===== config.mk =====
export PLATFORM = sky130hd
export DESIGN_NAME = adder_share_arb
export DESIGN_NICKNAME = d
export VERILOG_FILES = /design/src/rtl/adder_share_pkg.sv /design/src/rtl/adder_rr_arb.sv /design/src/rtl/adder_share_arb.sv
export SDC_FILE = /design/constraint.sdc
export NUM_CORES = 1
export LEC_CHECK = 0
export ABC_AREA = 1
export BUFFER_PORTS_ARGS = -buffer_cell sky130_fd_sc_hd__buf_2
export CAP_MARGIN = 40
export CORE_ASPECT_RATIO = 1.25
export CORE_MARGIN = 5
export CORE_UTILIZATION = 50
export CTS_CLUSTER_DIAMETER = 50
export DETAILED_ROUTE_END_ITERATION = 16
export HOLD_SLACK_MARGIN = 0.1
export PLACE_DENSITY_LB_ADDON = 0.05
export SYNTH_ARGS = -nofsm -noshare
export SYNTH_HDL_FRONTEND = slang
export SYNTH_HIERARCHICAL = 1
export SYNTH_SLANG_ARGS = --single-unit

===== constraint.sdc =====
create_clock -name clk -period 12.63 [get_ports clk]
set_clock_uncertainty 0.05 [all_clocks]
set_input_delay 1.263 -clock clk [delete_from_list [all_inputs] [get_ports clk]]
set_output_delay 1.263 -clock clk [all_outputs]
set_load 0.1 [all_outputs]

===== src/rtl/adder_share_pkg.sv =====
// adder_share_pkg: shared constants, id-width helper and result record
// for the shared-adder arbiter (adder_share_arb) and its grant logic.
package adder_share_pkg;

    localparam int MAX_REQ   = 8;
    localparam int MAX_WIDTH = 64;
    localparam int MAX_ID_W  = 3;

    // Requester index width, never narrower than one bit.
    function automatic int id_w(input int n);
        return (n < 2) ? 1 : $clog2(n);
    endfunction

    typedef struct packed {
        logic [MAX_WIDTH-1:0] sum;
        logic                 cout;
        logic [MAX_ID_W-1:0]  id;
    } result_t;

endpackage


===== src/rtl/adder_rr_arb.sv =====
// adder_rr_arb: stateless round-robin grant selection.
// Ports: req (request vector), ptr (search start index), grant (one-hot).
module adder_rr_arb
    import adder_share_pkg::*;
#(
    parameter  int NUM_REQ = 4,
    localparam int IDW     = id_w(NUM_REQ)
) (
    input  logic [NUM_REQ-1:0] req,
    input  logic [IDW-1:0]     ptr,
    output logic [NUM_REQ-1:0] grant
);

    logic           found;
    logic [IDW-1:0] idx;

    // Walk the requesters starting at ptr; the first active one wins.
    always_comb begin
        grant = '0;
        found = 1'b0;
        idx   = '0;
        for (int k = 0; k < NUM_REQ; k++) begin
            idx = IDW'((int'(ptr) + k) % NUM_REQ);
            if (!found && req[idx]) begin
                grant[idx] = 1'b1;
                found      = 1'b1;
            end
        end
    end

endmodule


===== src/rtl/adder_share_arb.sv =====
// adder_share_arb: one WIDTH-bit adder shared round-robin by NUM_REQ
// requesters. Ports: clk, rst_n (async, active-low); req_valid/req_ready
// and packed req_a/req_b per requester; rsp_valid/rsp_ready with
// rsp_sum, rsp_cout, rsp_id. Macro ADDER_SHARE_ARB_OUTREG_EN adds a
// registered result stage (latency 2 instead of 1).
module adder_share_arb
    import adder_share_pkg::*;
#(
    parameter  int NUM_REQ = 4,
    parameter  int WIDTH   = 32,
    localparam int IDW     = id_w(NUM_REQ)
) (
    input  logic                     clk,
    input  logic                     rst_n,
    input  logic [NUM_REQ-1:0]       req_valid,
    output logic [NUM_REQ-1:0]       req_ready,
    input  logic [NUM_REQ*WIDTH-1:0] req_a,
    input  logic [NUM_REQ*WIDTH-1:0] req_b,
    output logic                     rsp_valid,
    input  logic                     rsp_ready,
    output logic [WIDTH-1:0]         rsp_sum,
    output logic                     rsp_cout,
    output logic [IDW-1:0]           rsp_id
);

    logic [IDW-1:0]     ptr;
    logic [NUM_REQ-1:0] grant;
    logic [IDW-1:0]     gid;
    logic [WIDTH-1:0]   a_sel;
    logic [WIDTH-1:0]   b_sel;
    logic               xfer;

    logic               op_v;
    logic               op_free;
    logic [WIDTH-1:0]   op_a;
    logic [WIDTH-1:0]   op_b;
    logic [IDW-1:0]     op_id;
    logic [WIDTH:0]     add_full;

    adder_rr_arb #(
        .NUM_REQ (NUM_REQ)
    ) u_arb (
        .req   (req_valid),
        .ptr   (ptr),
        .grant (grant)
    );

    // Only the granted requester's operands reach the operand stage.
    always_comb begin
        gid   = '0;
        a_sel = '0;
        b_sel = '0;
        for (int i = 0; i < NUM_REQ; i++) begin
            if (grant[i]) begin
                gid   = IDW'(i);
                a_sel = req_a[i*WIDTH +: WIDTH];
                b_sel = req_b[i*WIDTH +: WIDTH];
            end
        end
    end

    // rst_n gates ready so nothing is accepted while reset is held.
    assign req_ready = grant & {NUM_REQ{op_free & rst_n}};
    assign xfer      = |req_ready;
    assign add_full  = {1'b0, op_a} + {1'b0, op_b};

    always_ff @(posedge clk or negedge rst_n) begin
        if (!rst_n) begin
            ptr <= '0;
        end else if (xfer) begin
            ptr <= (gid == IDW'(NUM_REQ - 1)) ? '0 : gid + 1'b1;
        end
    end

    always_ff @(posedge clk or negedge rst_n) begin
        if (!rst_n) begin
            op_v <= 1'b0;
        end else if (xfer) begin
            op_v <= 1'b1;
        end else if (op_free) begin
            op_v <= 1'b0;
        end
    end

    always_ff @(posedge clk) begin
        if (xfer) begin
            op_a  <= a_sel;
            op_b  <= b_sel;
            op_id <= gid;
        end
    end

`ifdef ADDER_SHARE_ARB_OUTREG_EN

    logic             res_v;
    logic             res_free;
    logic [WIDTH-1:0] res_sum;
    logic             res_cout;
    logic [IDW-1:0]   res_id;

    // Both stages advance together when the result slot empties,
    // which keeps one result per cycle under rsp_ready=1.
    assign res_free = ~res_v | rsp_ready;
    assign op_free  = ~op_v | res_free;

    always_ff @(posedge clk or negedge rst_n) begin
        if (!rst_n) begin
            res_v <= 1'b0;
        end else if (res_free) begin
            res_v <= op_v;
        end
    end

    always_ff @(posedge clk) begin
        if (res_free && op_v) begin
            res_sum  <= add_full[WIDTH-1:0];
            res_cout <= add_full[WIDTH];
            res_id   <= op_id;
        end
    end

    assign rsp_valid = res_v;
    assign rsp_sum   = res_sum;
    assign rsp_cout  = res_cout;
    assign rsp_id    = res_id;

`else

    assign op_free   = ~op_v | rsp_ready;
    assign rsp_valid = op_v;
    assign rsp_sum   = add_full[WIDTH-1:0];
    assign rsp_cout  = add_full[WIDTH];
    assign rsp_id    = op_id;

`endif

endmodule


Yosys cells after proc, flatten, opt, wreduce, memory -nomap -nowiden
Index checks and enable logic that the tools add are counted.
{"block": "totals", "inputBits": 263, "output_inout_bits": 40, "regBits": 69, "elab_cells": 75}
{"block": "classes", "eq_ne": 1, "muxes": 37, "bitwise_logic": 7, "n_reduce_logical": 12, "magnitude_cmp": 8, "n_addsub": 5}
{"operator": "two-way mux 32 bit", "count": 8}
{"operator": "adder 32 x 32 -> 33 bit", "count": 1}
{"operator": "two-way mux 4 bit", "count": 4}
{"operator": "two-way mux 1 bit", "count": 14}
{"operator": "< comparator 2 x 3 -> 1 bit (second input constant)", "count": 4}
{"operator": "OR 4 bit", "count": 3}
{"operator": "binary-select mux 1 bit (select 2 bit)", "count": 4}
{"operator": "demux 1 bit (select 2 bit)", "count": 4}
{"operator": ">= comparator 2 x 1 -> 1 bit (second input constant)", "count": 4}
{"operator": "logical AND 1 bit", "count": 7}
{"operator": "two-way mux 2 bit", "count": 3}
{"operator": "adder 2 x 1 -> 2 bit (second input constant)", "count": 2}
{"operator": "adder 2 bit (second input constant)", "count": 2}
{"operator": "bitwise AND 4 bit", "count": 1}
{"operator": "OR reduction 4 bit", "count": 1}
{"operator": "logical NOT 1 bit", "count": 3}
{"operator": "equality test 2 bit (second input constant)", "count": 1}
{"operator": "nonzero test 2 bit", "count": 1}
{"operator": "bitwise AND 1 bit", "count": 1}
{"operator": "NOT 1 bit", "count": 1}
{"operator": "OR 1 bit", "count": 1}

Logic depth before layout (Yosys ltp)
Gate-level depths: netlist (run 1).
{"block": "logic_depth", "ltp_word": 17, "ltp_mapped": 16, "mapped_depth_nobuf": 14}

Cells and area by module
Netlist (run 1), hierarchy kept.
{"module": "adder_share_arb", "seq_area_each_um2": 2057.0, "cells_per_inst": 1026, "area_per_inst_um2": 6547.5, "instances": 1}
{"module": "adder_rr_arb", "seq_area_each_um2": 0.0, "cells_per_inst": 73, "area_per_inst_um2": 399.1, "instances": 1}

Worst setup path after synthesis (run 1)
Ideal clock, no wire load.
{"block": "synth_path", "kind": "input to register", "start": "input req_valid[3]", "end": "register ptr[0]", "arrival_ns": 6.437, "path_slack_ns": 6.009, "path_stages": 13, "t_required_ns": 12.447, "path_cell_list": "nand2_1 -> nand3_2 -> nand2_4 -> nand2_4 -> nor2_4 -> nand2_1 -> nand3_1 -> inv_2 -> buf_4 -> a31oi_1 -> inv_1 -> nand2_1 -> o21ai_1"}
{"block": "synth_via", "elab_cells_between_ends": 32, "classes_between": "1 x add/sub; 1 x eq/ne; 19 x mux; 4 x bitwise; 7 x reduce/logical"}
{"element": "start: declaration", "line": "adder_share_arb.sv:15", "text": "input logic [NUM_REQ-1:0] req_valid,"}
{"element": "binary-select mux 1 bit (select 2 bit)", "line": "adder_rr_arb.sv:24", "text": "if (!found && req[idx]) begin"}
{"element": "two-way mux 1 bit (not written as such)", "line": "adder_rr_arb.sv:24"}
{"element": "two-way mux 1 bit", "line": "adder_rr_arb.sv:24"}
{"element": "logical NOT 1 bit", "line": "adder_rr_arb.sv:24"}
{"element": "logical AND 1 bit", "line": "adder_rr_arb.sv:24"}
{"element": "two-way mux 1 bit", "line": "adder_rr_arb.sv:24"}
{"element": "logical NOT 1 bit", "line": "adder_rr_arb.sv:24"}
{"element": "logical AND 1 bit", "line": "adder_rr_arb.sv:24"}
{"element": "two-way mux 1 bit", "line": "adder_rr_arb.sv:24"}
{"element": "logical NOT 1 bit", "line": "adder_rr_arb.sv:24"}
{"element": "logical AND 1 bit", "line": "adder_rr_arb.sv:24"}
{"element": "two-way mux 4 bit *", "line": "adder_rr_arb.sv:24"}
{"element": "via grant[1]", "line": "adder_share_arb.sv:27", "text": "logic [NUM_REQ-1:0] grant;"}
{"element": "bitwise AND 4 bit *", "line": "adder_share_arb.sv:63", "text": "assign req_ready = grant & {NUM_REQ{op_free & rst_n}};"}
{"element": "OR reduction 4 bit *", "line": "adder_share_arb.sv:64", "text": "assign xfer = |req_ready;"}
{"element": "via xfer", "line": "adder_share_arb.sv:31", "text": "logic xfer;"}
{"element": "end signal: assignment", "line": "adder_share_arb.sv:71", "text": "ptr <= (gid == IDW'(NUM_REQ - 1)) ? '0 : gid + 1'b1;"}
{"element": "end: declaration", "line": "adder_share_arb.sv:26", "text": "logic [IDW-1:0] ptr;"}
The timed path passes the listed nets; every way through them passes the cells marked *. The select of a mux whose other input is x is not followed.
A chain may end at the register's enable or synchronous reset.

Worst setup path after layout (run 1)
{"block": "layout_path", "start": "input req_valid[3]", "end": "output req_ready[2]"}
{"block": "layout_via", "elab_chain_len": 13, "elab_cells_between_ends": 25, "classes_between": "15 x mux; 4 x bitwise; 6 x reduce/logical"}
{"element": "binary-select mux 1 bit (select 2 bit)", "line": "adder_rr_arb.sv:24"}
{"element": "two-way mux 1 bit (not written as such)", "line": "adder_rr_arb.sv:24"}
{"element": "two-way mux 1 bit", "line": "adder_rr_arb.sv:24"}
{"element": "logical NOT 1 bit", "line": "adder_rr_arb.sv:24"}
{"element": "logical AND 1 bit", "line": "adder_rr_arb.sv:24"}
{"element": "two-way mux 1 bit", "line": "adder_rr_arb.sv:24"}
{"element": "logical NOT 1 bit", "line": "adder_rr_arb.sv:24"}
{"element": "logical AND 1 bit", "line": "adder_rr_arb.sv:24"}
{"element": "two-way mux 1 bit", "line": "adder_rr_arb.sv:24"}
{"element": "logical NOT 1 bit", "line": "adder_rr_arb.sv:24"}
{"element": "logical AND 1 bit", "line": "adder_rr_arb.sv:24"}
{"element": "two-way mux 4 bit *", "line": "adder_rr_arb.sv:24"}
{"element": "via grant[2]", "line": "adder_share_arb.sv:27"}
{"element": "bitwise AND 4 bit *", "line": "adder_share_arb.sv:63"}
{"element": "end: declaration", "line": "adder_share_arb.sv:16", "text": "output logic [NUM_REQ-1:0] req_ready,"}
Marked as above.

==> impl_results.md, run 1 <==
* Outcome: finished, final reports clean
* Hold Vio Cnt, Final at 0
* Final min period at 4.70 ns
* Share of cells above drive strength 1 at 25.6%
* Worst EP required at 11.32 ns
* Area Growth Syn to Fin at 26.9%
* Worst hold path type: reg -> reg
* Post-Place Setup Slack at 7.96 ns
* Max cap viols at 0
* Post-route antenna net violation count at 0
* Post-layout util at 64.1%
* CP bufs+invs at 4
* Final net count at 1670
* Crit path capture type: primary output
* CTS resizes at 0
* Hold buffers post-CTS at 0
* Rel. slew slack at 44.8%
* Clock-pin transition on the worst setup and hold timing paths at 0.05 ns
* Syn Inst Count at 1099
* Largest stage delay, worst path at 0.50 ns
* Clock root cell: clkbuf_16
* Initial antenna violation count at 3
* Iteration-0 DRC Markers at 459
* DRC errors left at 0
* Rows at 48
* GRT Total Usage at 28.7%
* CP Max Fanout at 54
* Max H-tree Level at 3
* DP Wirelength at 19.5 mm
* WL final at 23.9 mm
* Vias in the first global route at 7388
* First-pass GRT wire length at 36.8 mm
* Worst slew pin tran at 0.828 ns
* Syn Nets at 1401
* GRT Residual Overflow at 0
* Area leader, netlist: edfxtp_1
* Largest net degree at the start of global routing at 79
* CP top delay family: simple AND/OR/NAND/NOR gates
* Crit-path cells: buf_2 -> nand2_1 -> nand3_2 -> nand2_4 -> nand2_4 -> inv_2 -> nand3_1 -> nand3_4 -> inv_1 -> nor2_1 -> buf_2
* Synthesized area at 6950 um2
* Top Ports at 303
* IO buf count at 302
* WL per Instance at 15.4 um
* Share of the synthesized area in the top cell type at 28.5%
* Vias per cell at 5.20
* CTS tree: done
* Synth top area cells: edfxtp_1, nand2_1, a21oi_1, nand3_1, inv_1
* Startpoint types: input port
* Fmax achieved at 213 MHz
* Slowest cell on crit path: buf_2
* Clock Sinks at 69
* Arrival time at the worst endpoint at 3.39 ns
* Die Wd at 115 um
* Initial Util at 50.5%
* Core ar. at 13800 um2
* Seq cells post-synth at 69
* Syn_area_per_cell at 6.32 um2
* TritonRoute pass-1 iters at 5
* Post-CTS Setup Inserts at 0
* RSZ-0062 raised after global routing: no
* Slew Limit Fails at 0
* GP Congestion at 0.916
* Distinct cell type count of the synthesized netlist at 28
* Crit path kind: in -> out
* Full die area at 16400 um2
* Final setup fails at 0
* Die Ht at 142 um
* Clock Path Buffers at 2
* Worst Slack Setup Final at 7.93 ns
* Detailed-route via count at 8074
* Setup tns final at 0 ns
* Synth warn at 6
* Final period util at 37.2%
* Sequential-to-total area share from yosys stat at 29.6%
* Latest clock arrival within the worst-skew pair at 0.32 ns
* Num CTS Buffers at 9
-- registers in the layout, summed over array words and instances, names as in the netlist --
| signal | cells |
|---|---|
| op_b | 32 |
| ptr | 2 |
| rsp_valid | 1 |
| rsp_id | 2 |
| op_a | 32 |
-- cells in the final DEF (no fill, tap or decap), types with 2 or more instances in the layout --
cell	count
diode_2	4
clkbuf_1	2
nor2_2	3
nand3_4	2
edfxtp_1	66
nand4_1	4
nand2_1	380
clkbuf_16	9
dfrtp_1	3
xor2_1	15
nor2_1	40
buf_4	6
nor3_1	5
inv_2	3
nand2_2	12
nand2_4	2
inv_1	134
a21oi_1	149
ha_1	38
o21ai_0	53
nand3_2	7
nand3_1	109
buf_2	302
clkinv_2	2
o21ai_1	17
-- metal layers --
metal  GRT usage, %  part of all wire [%]  up-vias
li1               -                     -     4131
met2           46.1                    47      308
met3           5.50                   7.0       54
met1           38.2                    42     3581
met5              0                     0        -
met4           11.0                   3.2        0
-- synth_stat cells (all sizes together) --
cell type	number
nand3	118
inv	137
o21bai	1
edfxtp	66
a21o	1
ha	38
buf	32
nand3b	1
a21oi	149
xor2	15
dfrtp	3
clkbuf	18
nor2	44
nand2	394
fa	1
nand4	4
and3	1
nor3	5
a31oi	1
o21ai	70
-- cell families (layout without fill, tap and decap cells) --
kind of cell	Yosys count	after routing	synth area share, %
adders and majority gates	39	39	7.13
DFF	69	69	29.6
AOI/OAI and AO/OA	222	222	16.1
and+or+nand+nor	567	567	34.3
xor gates and xnor gates	15	15	1.89
buffers and inverters	187	461	11.0
other	0	4	0
-- final cells by class --
cell class,count,area [um2]
fillers,1409,4930
multi-input cells,843,4180
flip-flops and latches,69,2060
repair buffers,308,1560
inverters,137,514
clock buffers,11,233
well taps,175,219
clock inverters,5,51.3
diodes,4,10.0
-- final timing paths --
kind,cells after the start,from,slack (ns),end
setup / recovery,11,req_valid[3],7.93,req_ready[2]
setup reg to reg,15,ptr[0],8.88,ptr[0]
hold reg to reg,2,rsp_valid,0.58,rsp_valid
hold / removal,2,rsp_valid,0.58,rsp_valid
min in group asynchronous,1,rst_n,0.68,rsp_valid
max in group asynchronous,1,rst_n,11.73,ptr[0]
-- worst register-to-register path: cells and delay by family (launching register included) --
| kind | cells | cell delay (ns) |
|---|---|---|
| buffers and inverters | 5 | 1.25 |
| flip-flops | 1 | 0.57 |
| AO/OA/AOI/OAI | 2 | 0.27 |
| AND/OR/NAND/NOR | 7 | 1.11 |
| adder cells (fa/ha/maj) | 1 | 0.38 |
-- metrics by stage --
stage | instances | hold slack [ns] | instance area, um2
after floorplan | 1099 | 0.540 | 6950
after global placement | 1532 | 0.560 | 8520
after detailed placement | 1532 | 0.563 | 8520
after CTS | 1548 | 0.567 | 8810
after global routing | 1551 | 0.585 | 8820
final | 1552 | 0.577 | 8820
Power of run 1 is left out: the tool's default activity adds up to more than one toggle a clock period on the data nets, which glitch-free logic cannot reach.
==> inputs of run 2 (changes only) <==
Settings changed: CORE_UTILIZATION 50 to 49.
Clock period 12.63 ns to 4.6 ns, I/O delays scaled along.
==> run 2 against run 1 <==
  * Sequential share of layout area down 0.28 points
  * First-iteration DRC count up 26%
  * Via count down 0.51%
  * Worst hold slack worse by 0.30 ns
  * Core utilization up 0.22 points
  * Global-route usage up 0.062 points
  * Cell area up 1.2%
  * Sequential cell count unchanged
  * Critical path type is now reg -> out
  * Highest routed layer unchanged
==> impl_results.md, run 2 (same netlist as run 1, synthesis figures left out) <==
* Clock Sinks at 69
* Final setup fails at 0
* TritonRoute pass-1 iters at 5
* WL per Instance at 15.7 um
* Final min period at 3.63 ns
* Hold buffers post-CTS at 1
* Clock-pin transition on the worst setup and hold timing paths at 0.05 ns
* Max cap viols at 0
* Reg area at 2060 um2
* Hold Vio Cnt, Final at 0
* IO buf count at 302
* Vias in the first global route at 7497
* Vias per cell at 5.16
* Arrival time at the worst endpoint at 3.12 ns
* Largest stage delay, worst path at 0.55 ns
* Initial antenna violation count at 4
* Slowest cell on crit path: dfrtp_1
* RSZ-0062 raised after global routing: no
* Most common cell after layout, fill and taps aside: nand2_1
* CP top delay family: simple AND/OR/NAND/NOR gates
* Max H-tree Level at 3
* Core ar. at 13900 um2
* Routed length on met1 at 10.1 mm
* Worst slew pin tran at 0.848 ns
* Latest clock arrival within the worst-skew pair at 0.32 ns
* First-pass GRT wire length at 37.1 mm
* Crit path kind: reg -> out
* GP Congestion at 0.944
* Clock Path Buffers at 2
* Slew Limit Fails at 0
* Outcome: finished, final reports clean
* Crit-path cells: inv_2 -> ha_1 -> inv_1 -> nand3_1 -> nand2_1 -> nand2_4 -> nor2_4 -> nand2_1 -> nand3_4 -> inv_1 -> nor2_1 -> buf_2
* CTS tree: done
* CTS resizes at 0
* GRT Total Usage at 28.8%
* Largest regs: op_a: 32 flops, op_b: 32 flops
* Rel. slew slack at 42.9%
* DP Wirelength at 20.1 mm
* Startpoint types: flip-flop
* Initial Util at 50.1%
* Commonest cells after routing, fill and taps aside: nand2_1, buf_2, a21oi_1
* Setup tns final at 0 ns
* Post-CTS Setup Inserts at 0
* CP Max Fanout at 40
* Num CTS Buffers at 9
* Crit path capture type: primary output
* Met2 wire length at 11.7 mm
* Detailed-route via count at 8033
* Largest net degree at the start of global routing at 93
* Share of cells above drive strength 1 at 25.9%
* Final net count at 1673
* Area of the multi-input gates at 4180 um2
* Worst EP required at 4.09 ns
* Worst hold path type: in -> reg
* GRT Residual Overflow at 0
* DRC errors left at 0
* Die Ht at 143 um
* Uppermost layer routed: met4
* Clock root cell: clkbuf_16
* Top Ports at 303
* DR WL met3 at 1.93 mm
* Iteration-0 DRC Markers at 578
* Die Wd at 116 um
* Post-route antenna net violation count at 0
* CP bufs+invs at 4
* Final period util at 78.8%
* Area Growth Syn to Fin at 28.5%
* WL final at 24.4 mm
* Rows at 48
* Fmax achieved at 276 MHz
* # fillers at 1381
* Full die area at 16700 um2
## run 2: final timing paths
check,from,endpoint,slack (ns),cells past startpoint
setup / recovery,ptr[0],req_ready[2],0.97,12
max in group asynchronous,rst_n,ptr[1],3.94,2
setup reg to reg,ptr[0],ptr[0],1.06,15
min in group asynchronous,rst_n,rsp_valid,0.45,2
hold reg to reg,rsp_valid,rsp_valid,0.51,2
hold / removal,rsp_ready,rsp_valid,0.28,2
## run 2: cell type report
type                            instances  area share [%]
Multi-Input combinational cell        843            46.8
Sequential cell                        69            23.0
Timing Repair Buffer                  311            18.0
Inverter                              137            5.76
Clock buffer                            9            2.52
Tap cell                              175            2.45
Clock inverter                          7            1.28
Antenna cell                            5           0.140
## run 2: metrics by stage
step	worst slack [ns]	hold slack (ns)	instance area (um2)	util (%)	instances
floorplan	0.0829	0.114	6950	-	1099
global placement	1.19	0.213	8560	61.7	1534
detailed placement	1.07	0.216	8560	61.7	1534
CTS	1.00	0.273	8910	64.2	1551
global route	0.746	0.281	8920	64.3	1555
finish	0.974	0.280	8930	64.3	1556
## run 2: routing by layer
metal | global-route usage [%] | vias up
li1 | - | 4139
met1 | 37.6 | 3512
met2 | 47.1 | 333
met3 | 5.47 | 49
met4 | 10.9 | 0
met5 | 0 | -
Power of run 2 is left out for the same reason.
